`src/rtl/mul32_iter_if.sv`:
```
// Start/done handshake bundle for the iterative RV32M multiplier.
//   start  : request pulse, accepted only while the multiplier is idle
//   op     : funct3[1:0] (00 MUL, 01 MULH, 10 MULHSU, 11 MULHU)
//   a_in   : multiplicand (rs1)
//   b_in   : multiplier (rs2)
//   result : selected half of the 2*WIDTH product, valid with done
//   busy   : high from the accept edge until done
//   done   : one-cycle completion pulse
interface mul32_iter_if #(
    parameter int unsigned WIDTH = 32
);
    logic             start;
    logic [1:0]       op;
    logic [WIDTH-1:0] a_in;
    logic [WIDTH-1:0] b_in;
    logic [WIDTH-1:0] result;
    logic             busy;
    logic             done;

    // Requester side (ALU issue logic or testbench)
    modport master (
        output start, op, a_in, b_in,
        input  result, busy, done
    );

    // Multiplier side
    modport slave (
        input  start, op, a_in, b_in,
        output result, busy, done
    );
endinterface

```
`src/rtl/mul32_iter.sv`:
```
// Iterative radix-4 multiplier for MUL/MULH/MULHSU/MULHU.
// Multiplies operand magnitudes two bits per cycle with an unsigned shift-add
// datapath, then applies the sign correction in a final FIX cycle.
// Fixed latency: WIDTH/2 CALC cycles plus one FIX cycle after the accept edge.
// Ports:
//   clk : system clock, rising edge
//   rst : synchronous active-high reset
//   bus : mul32_iter_if slave modport (start/op/a_in/b_in in, result/busy/done out)
module mul32_iter #(
    parameter int unsigned WIDTH = 32
) (
    input  logic          clk,
    input  logic          rst,
    mul32_iter_if.slave   bus
);
    localparam int unsigned ITER   = WIDTH / 2;
    localparam int unsigned CNT_W  = $clog2(ITER + 1);
    localparam int unsigned PROD_W = 2 * WIDTH;
    localparam int unsigned PP_W   = WIDTH + 2;

    typedef enum logic [1:0] {
        S_IDLE = 2'd0,
        S_CALC = 2'd1,
        S_FIX  = 2'd2
    } state_e;

    state_e              state_q, state_d;
    logic [1:0]          op_q, op_d;
    logic [WIDTH-1:0]    mcand_q, mcand_d;
    logic [WIDTH-1:0]    mplier_q, mplier_d;
    logic                neg_q, neg_d;
    logic [PROD_W-1:0]   acc_q, acc_d;
    logic [CNT_W-1:0]    cnt_q, cnt_d;
    logic [WIDTH-1:0]    result_q, result_d;
    logic                busy_q, busy_d;
    logic                done_q, done_d;

    logic                a_neg_c, b_neg_c;
    logic [PP_W-1:0]     pp_c;
    logic [CNT_W-1:0]    idx_c;
    logic [CNT_W:0]      shamt_c;
    logic [PROD_W-1:0]   prod_c;

    // State and datapath registers
    always_ff @(posedge clk) begin
        if (rst) begin
            state_q  <= S_IDLE;
            op_q     <= '0;
            mcand_q  <= '0;
            mplier_q <= '0;
            neg_q    <= 1'b0;
            acc_q    <= '0;
            cnt_q    <= '0;
            result_q <= '0;
            busy_q   <= 1'b0;
            done_q   <= 1'b0;
        end else begin
            state_q  <= state_d;
            op_q     <= op_d;
            mcand_q  <= mcand_d;
            mplier_q <= mplier_d;
            neg_q    <= neg_d;
            acc_q    <= acc_d;
            cnt_q    <= cnt_d;
            result_q <= result_d;
            busy_q   <= busy_d;
            done_q   <= done_d;
        end
    end

    // Next-state logic
    always_comb begin
        state_d = state_q;
        unique case (state_q)
            S_IDLE: if (bus.start) state_d = S_CALC;
            S_CALC: if (cnt_q == CNT_W'(1)) state_d = S_FIX;
            S_FIX:  state_d = S_IDLE;
            default: state_d = S_IDLE;
        endcase
    end

    // Operand sign handling: rs1 is signed for MULH/MULHSU, rs2 only for MULH
    assign a_neg_c = ((bus.op == 2'b01) || (bus.op == 2'b10)) && bus.a_in[WIDTH-1];
    assign b_neg_c = (bus.op == 2'b01) && bus.b_in[WIDTH-1];

    // Radix-4 partial product: mcand * multiplier digit, 0..3
    always_comb begin
        pp_c = '0;
        unique case (mplier_q[1:0])
            2'd0: pp_c = '0;
            2'd1: pp_c = {2'b00, mcand_q};
            2'd2: pp_c = {1'b0, mcand_q, 1'b0};
            2'd3: pp_c = {1'b0, mcand_q, 1'b0} + {2'b00, mcand_q};
            default: pp_c = '0;
        endcase
    end

    // Digit position grows as the counter runs down from ITER
    assign idx_c   = CNT_W'(ITER) - cnt_q;
    assign shamt_c = {idx_c, 1'b0};
    assign prod_c  = neg_q ? (~acc_q + PROD_W'(1)) : acc_q;

    // Datapath and output next values
    always_comb begin
        op_d     = op_q;
        mcand_d  = mcand_q;
        mplier_d = mplier_q;
        neg_d    = neg_q;
        acc_d    = acc_q;
        cnt_d    = cnt_q;
        result_d = result_q;
        busy_d   = busy_q;
        done_d   = 1'b0;
        unique case (state_q)
            S_IDLE: begin
                if (bus.start) begin
                    op_d     = bus.op;
                    mcand_d  = a_neg_c ? (~bus.a_in + WIDTH'(1)) : bus.a_in;
                    mplier_d = b_neg_c ? (~bus.b_in + WIDTH'(1)) : bus.b_in;
                    neg_d    = a_neg_c ^ b_neg_c;
                    acc_d    = '0;
                    cnt_d    = CNT_W'(ITER);
                    busy_d   = 1'b1;
                end
            end
            S_CALC: begin
                acc_d    = acc_q + (PROD_W'(pp_c) << shamt_c);
                mplier_d = mplier_q >> 2;
                cnt_d    = cnt_q - CNT_W'(1);
            end
            S_FIX: begin
                result_d = (op_q == 2'b00) ? prod_c[WIDTH-1:0] : prod_c[PROD_W-1:WIDTH];
                done_d   = 1'b1;
                busy_d   = 1'b0;
            end
            default: ;
        endcase
    end

    assign bus.result = result_q;
    assign bus.busy   = busy_q;
    assign bus.done   = done_q;
endmodule

```
`src/flat_wrapper.sv`:
```
// flat-port wrapper written by rule: the top's interface ports become plain ports
module mul32_iter_flat 
#(
    parameter int unsigned WIDTH = 32
)
  (clk, rst, bus_start, bus_op, bus_a_in, bus_b_in, bus_result, bus_busy, bus_done);
  mul32_iter_if #(.WIDTH(WIDTH)) bus_i ();
  input  logic clk;
  input  logic rst;
  input wire logic [$bits(bus_i.start)-1:0] bus_start;
  input wire logic [$bits(bus_i.op)-1:0] bus_op;
  input wire logic [$bits(bus_i.a_in)-1:0] bus_a_in;
  input wire logic [$bits(bus_i.b_in)-1:0] bus_b_in;
  output wire logic [$bits(bus_i.result)-1:0] bus_result;
  output wire logic [$bits(bus_i.busy)-1:0] bus_busy;
  output wire logic [$bits(bus_i.done)-1:0] bus_done;
  assign bus_i.start = bus_start;
  assign bus_i.op = bus_op;
  assign bus_i.a_in = bus_a_in;
  assign bus_i.b_in = bus_b_in;
  assign bus_result = bus_i.result;
  assign bus_busy = bus_i.busy;
  assign bus_done = bus_i.done;
  mul32_iter #(.WIDTH(WIDTH)) u_core (.clk(clk), .rst(rst), .bus(bus_i));
endmodule
```
`config.mk`:
```
export PLATFORM = sky130hd
export DESIGN_NAME = mul32_iter_flat
export DESIGN_NICKNAME = d
export VERILOG_FILES = /design/src/rtl/mul32_iter_if.sv /design/src/rtl/mul32_iter.sv /design/src/flat_wrapper.sv
export SDC_FILE = /design/constraint.sdc
export NUM_CORES = 1
export LEC_CHECK = 0
export CORE_UTILIZATION = 40
export CTS_BUF_LIST = sky130_fd_sc_hd__clkbuf_16
export CTS_CLUSTER_DIAMETER = 40
export DETAILED_ROUTE_END_ITERATION = 8
export GPL_TIMING_DRIVEN = 0
export RECOVER_POWER = 50
export SYNTH_ARGS = -nofsm -noshare
export SYNTH_HDL_FRONTEND = slang
export SYNTH_SLANG_ARGS = --single-unit
export TNS_END_PERCENT = 20
```
`constraint.sdc`:
```
create_clock -name clk -period 9.7 [get_ports clk]
set_input_delay 1.94 -clock clk [delete_from_list [all_inputs] [get_ports clk]]
set_output_delay 1.94 -clock clk [all_outputs]
set_load 0.05 [all_outputs]
```
==> impl_metrics.env <==
export IMPL_grt_pass1_vias=17700
export IMPL_dpl_cell_area_um2=18600
export IMPL_dp_hpwl_um=55700
export IMPL_tightestPinTransition_ns=1.17
export IMPL_holdBufCountCts=0
export IMPL_drt_wl_total_um=68800
export IMPL_vias=18800
export IMPL_startpoint_type="flip-flop"
export IMPL_hold_class="reg2reg"
export IMPL_end_kind="flip-flop"
export IMPL_netlist_top_cells_area="dfxtp_1 (20%), ha_1 (7.5%), a21oi_1 (7.3%)"
export IMPL_grt_pass1_wl_um=106000
export IMPL_clk_latency_ns=0.47
export IMPL_ys_flop_type="dfxtp_1"
export IMPL_drc=0
export IMPL_dieArea_um2=43100
export IMPL_clock_sinks=172
export IMPL_fin_util=0.465
export IMPL_final_nets=2659
export IMPL_wire_per_inst_um=22.7
export IMPL_finalInstanceArea_um2=19200
export IMPL_fill_cells=4290
export IMPL_power_total_w=0.00318
export IMPL_skew_ns=0.0198
export IMPL_synth_edf_count=0
export IMPL_coreArea_um2=41300
export IMPL_via_per_inst=6.21
export IMPL_die_width_um=208
export IMPL_rsz0062_at_grt="false"
export IMPL_status="complete, no violations"
export IMPL_worstHoldStart="u_core.bus.result[24]"
export IMPL_ios=103
export IMPL_post_place_ws_ns=1.37
export IMPL_chipHeight_um=208
export IMPL_ys_async_sr_fraction=0
export IMPL_grt_total_usage=0.314
export IMPL_seq_power_share=0.265
export IMPL_ys_warn_count=0
export IMPL_min_period_ns=8.60
export IMPL_cp_startpoint="u_core.cnt_q[0]"
export IMPL_postCtsSetupBuffers=0
export IMPL_syn_mean_instance_area_um2=7.15
export IMPL_diodes=0
export IMPL_netlist_instances=2366
export IMPL_cts_htree_levels=4
export IMPL_fp_row_count=74
export IMPL_p_int_w=0.00170
export IMPL_slew_headroom=0.207
export IMPL_cts_made_buffers=17
export IMPL_firstDrtPassIters=7
export IMPL_switching_share=0.464
export IMPL_synthTopCellsByCount="nand2_1 (266), nor2_1 (266), a21oi_1 (248), dfxtp_1 (172), clkbuf_1 (137)"
export IMPL_timing_fmax_mhz=116
export IMPL_cts_buffer_depth=2
export IMPL_critPathArrivalTime_ns=8.94
export IMPL_cp_required_ns=10.04
export IMPL_yosysSeqAreaShare=0.203
export IMPL_r2r_start="u_core.cnt_q[0]"
export IMPL_switchingPower_w=0.00148
export IMPL_setup_ws_ns=1.10
export IMPL_register_area_um2=3440
export IMPL_hold_viol_final=0
export IMPL_final_setup_tns_ns=0
export IMPL_ant_nets=0
export IMPL_overflow=0
export IMPL_multi_input_area_um2=12700
export IMPL_post_route_period_util=0.886
export IMPL_synth_top_area_share=0.203
export IMPL_crit_fanout=10
export IMPL_drt_iter0_drc=1897
export IMPL_area_delta_synth_final_pct=13.5
export IMPL_syn_nets=2539
export IMPL_cts_reportedPaths_clkPinSlew_ns=0.07
export IMPL_cts_repair_resize_count=0
export IMPL_p_comb_frac=0.505
export IMPL_peakVddDrop_uv=98.8
export IMPL_power_leakage_nw=7.75
export IMPL_p_clk_frac=0.230
export IMPL_setup_viol=0
export IMPL_port_buffers=101
export IMPL_drv_cap=0
export IMPL_cts_tree="built"
export IMPL_drv_slew=0
export IMPL_start_util=0.410
export IMPL_yosysUniqueCellTypes=80
export IMPL_power_density_nw_per_um2=166
export IMPL_cts_root_buf="clkbuf_16"
export IMPL_synth_seq_cells=172
export IMPL_finalWeightedCongestion=1.02
export IMPL_drive_gt1_frac=0.0292
export IMPL_antenna_found_initial=2
export IMPL_syn_cell_area_um2=16900
export IMPL_critical_path_class="reg2reg"
export IMPL_synth_area_leader_cell="dfxtp_1"
export IMPL_grt_max_degree=17
[final cells by class]
class | instances | share of cell area
Inverter | 43 | 0.00841
Buffer | 154 | 0.0303
Multi-Input combinational cell | 1997 | 0.663
Timing Repair Buffer | 101 | 0.0527
Clock buffer | 17 | 0.0222
Tap cell | 532 | 0.0347
Clock inverter | 15 | 0.00945
Sequential cell | 172 | 0.179
[flip-flops by register name, indices dropped and copies added (netlist names)]
name and flops:
u_core.acc_q 64, u_core.bus.busy 1, u_core.mplier_q 32, u_core.mcand_q 32, u_core.op_q 2, u_core.state_q 2
u_core.cnt_q 5, u_core.neg_q 1, u_core.bus.done 1, u_core.bus.result 32
[critical path, stage by stage, from the launching register on]
cell and delay [ns]:
dfxtp_1 0.31, clkbuf_1 0.23, inv_1 0.15, clkbuf_1 0.46, clkbuf_1 0.51, ha_1 0.23
clkbuf_1 0.44, clkbuf_1 0.48, clkbuf_1 0.47, clkbuf_1 0.41, o21ai_0 0.27, a21oi_1 0.51
nand2_1 0.10, a21oi_1 0.31, ha_1 0.30, clkbuf_1 0.19, a21o_1 0.25, o21bai_1 0.18
or3_1 0.42, o2111ai_1 0.40, a21oi_1 0.17, o41a_1 0.46, a31oi_1 0.31, o21ai_0 0.21
a211oi_1 0.31, xnor2_1 0.19, nand2b_1 0.13, mux2i_1 0.07
[placed cells by master (no fill, tap or decap), types with 69 or more instances in the layout]
cell	instances
nor2_1	266
o21ai_0	132
clkbuf_1	140
nand2_1	266
ha_1	102
a21o_1	69
dfxtp_1	172
xnor2_1	97
nor3_1	72
a22oi_1	71
a21oi_1	248
xor2_1	77
[power groups by stage]
stage	Sequential [W]	Clock, W	Combinational, W
after floorplan	0.000819	0	0.00108
after global placement	0.000855	0	0.00155
after detailed placement	0.000856	0	0.00156
after CTS	0.000840	0.000741	0.00156
after global routing	0.000846	0.000767	0.00173
final	0.000844	0.000730	0.00161
[cell families after synthesis]
logic type	after synthesis	share of synthesized area
XOR/XNOR	174	0.0901
buffers and inverters	197	0.0439
multiplexers	47	0.0337
adder cells (fa/ha/maj)	104	0.0778
AO/OA/AOI/OAI	849	0.331
flip-flops	172	0.203
AND/OR/NAND/NOR	823	0.220
[stage by stage]
stage | hold slack [ns] | std cells
detailed placement | 0.446 | 2999
CTS | 0.456 | 3031
global route | 0.471 | 3031
global placement | 0.444 | 2999
finish | 0.452 | 3031
floorplan | 0.432 | 2366
[worst paths after layout]
| kind | slack, ns | cells past startpoint | end |
|---|---|---|---|
| max | 1.10 | 27 | u_core.acc_q[63] |
| min | 0.45 | 2 | u_core.bus.result[24] |
| max reg2reg | 1.10 | 27 | u_core.acc_q[63] |
| min reg2reg | 0.45 | 2 | u_core.bus.result[24] |
[metal layers]
layer  wire [um]  GRT usage
met5          13          0
met4        2910      0.130
met3        3970     0.0439
met2       31300      0.514
met1       30600      0.414
Power figures use the tool's default switching activity.
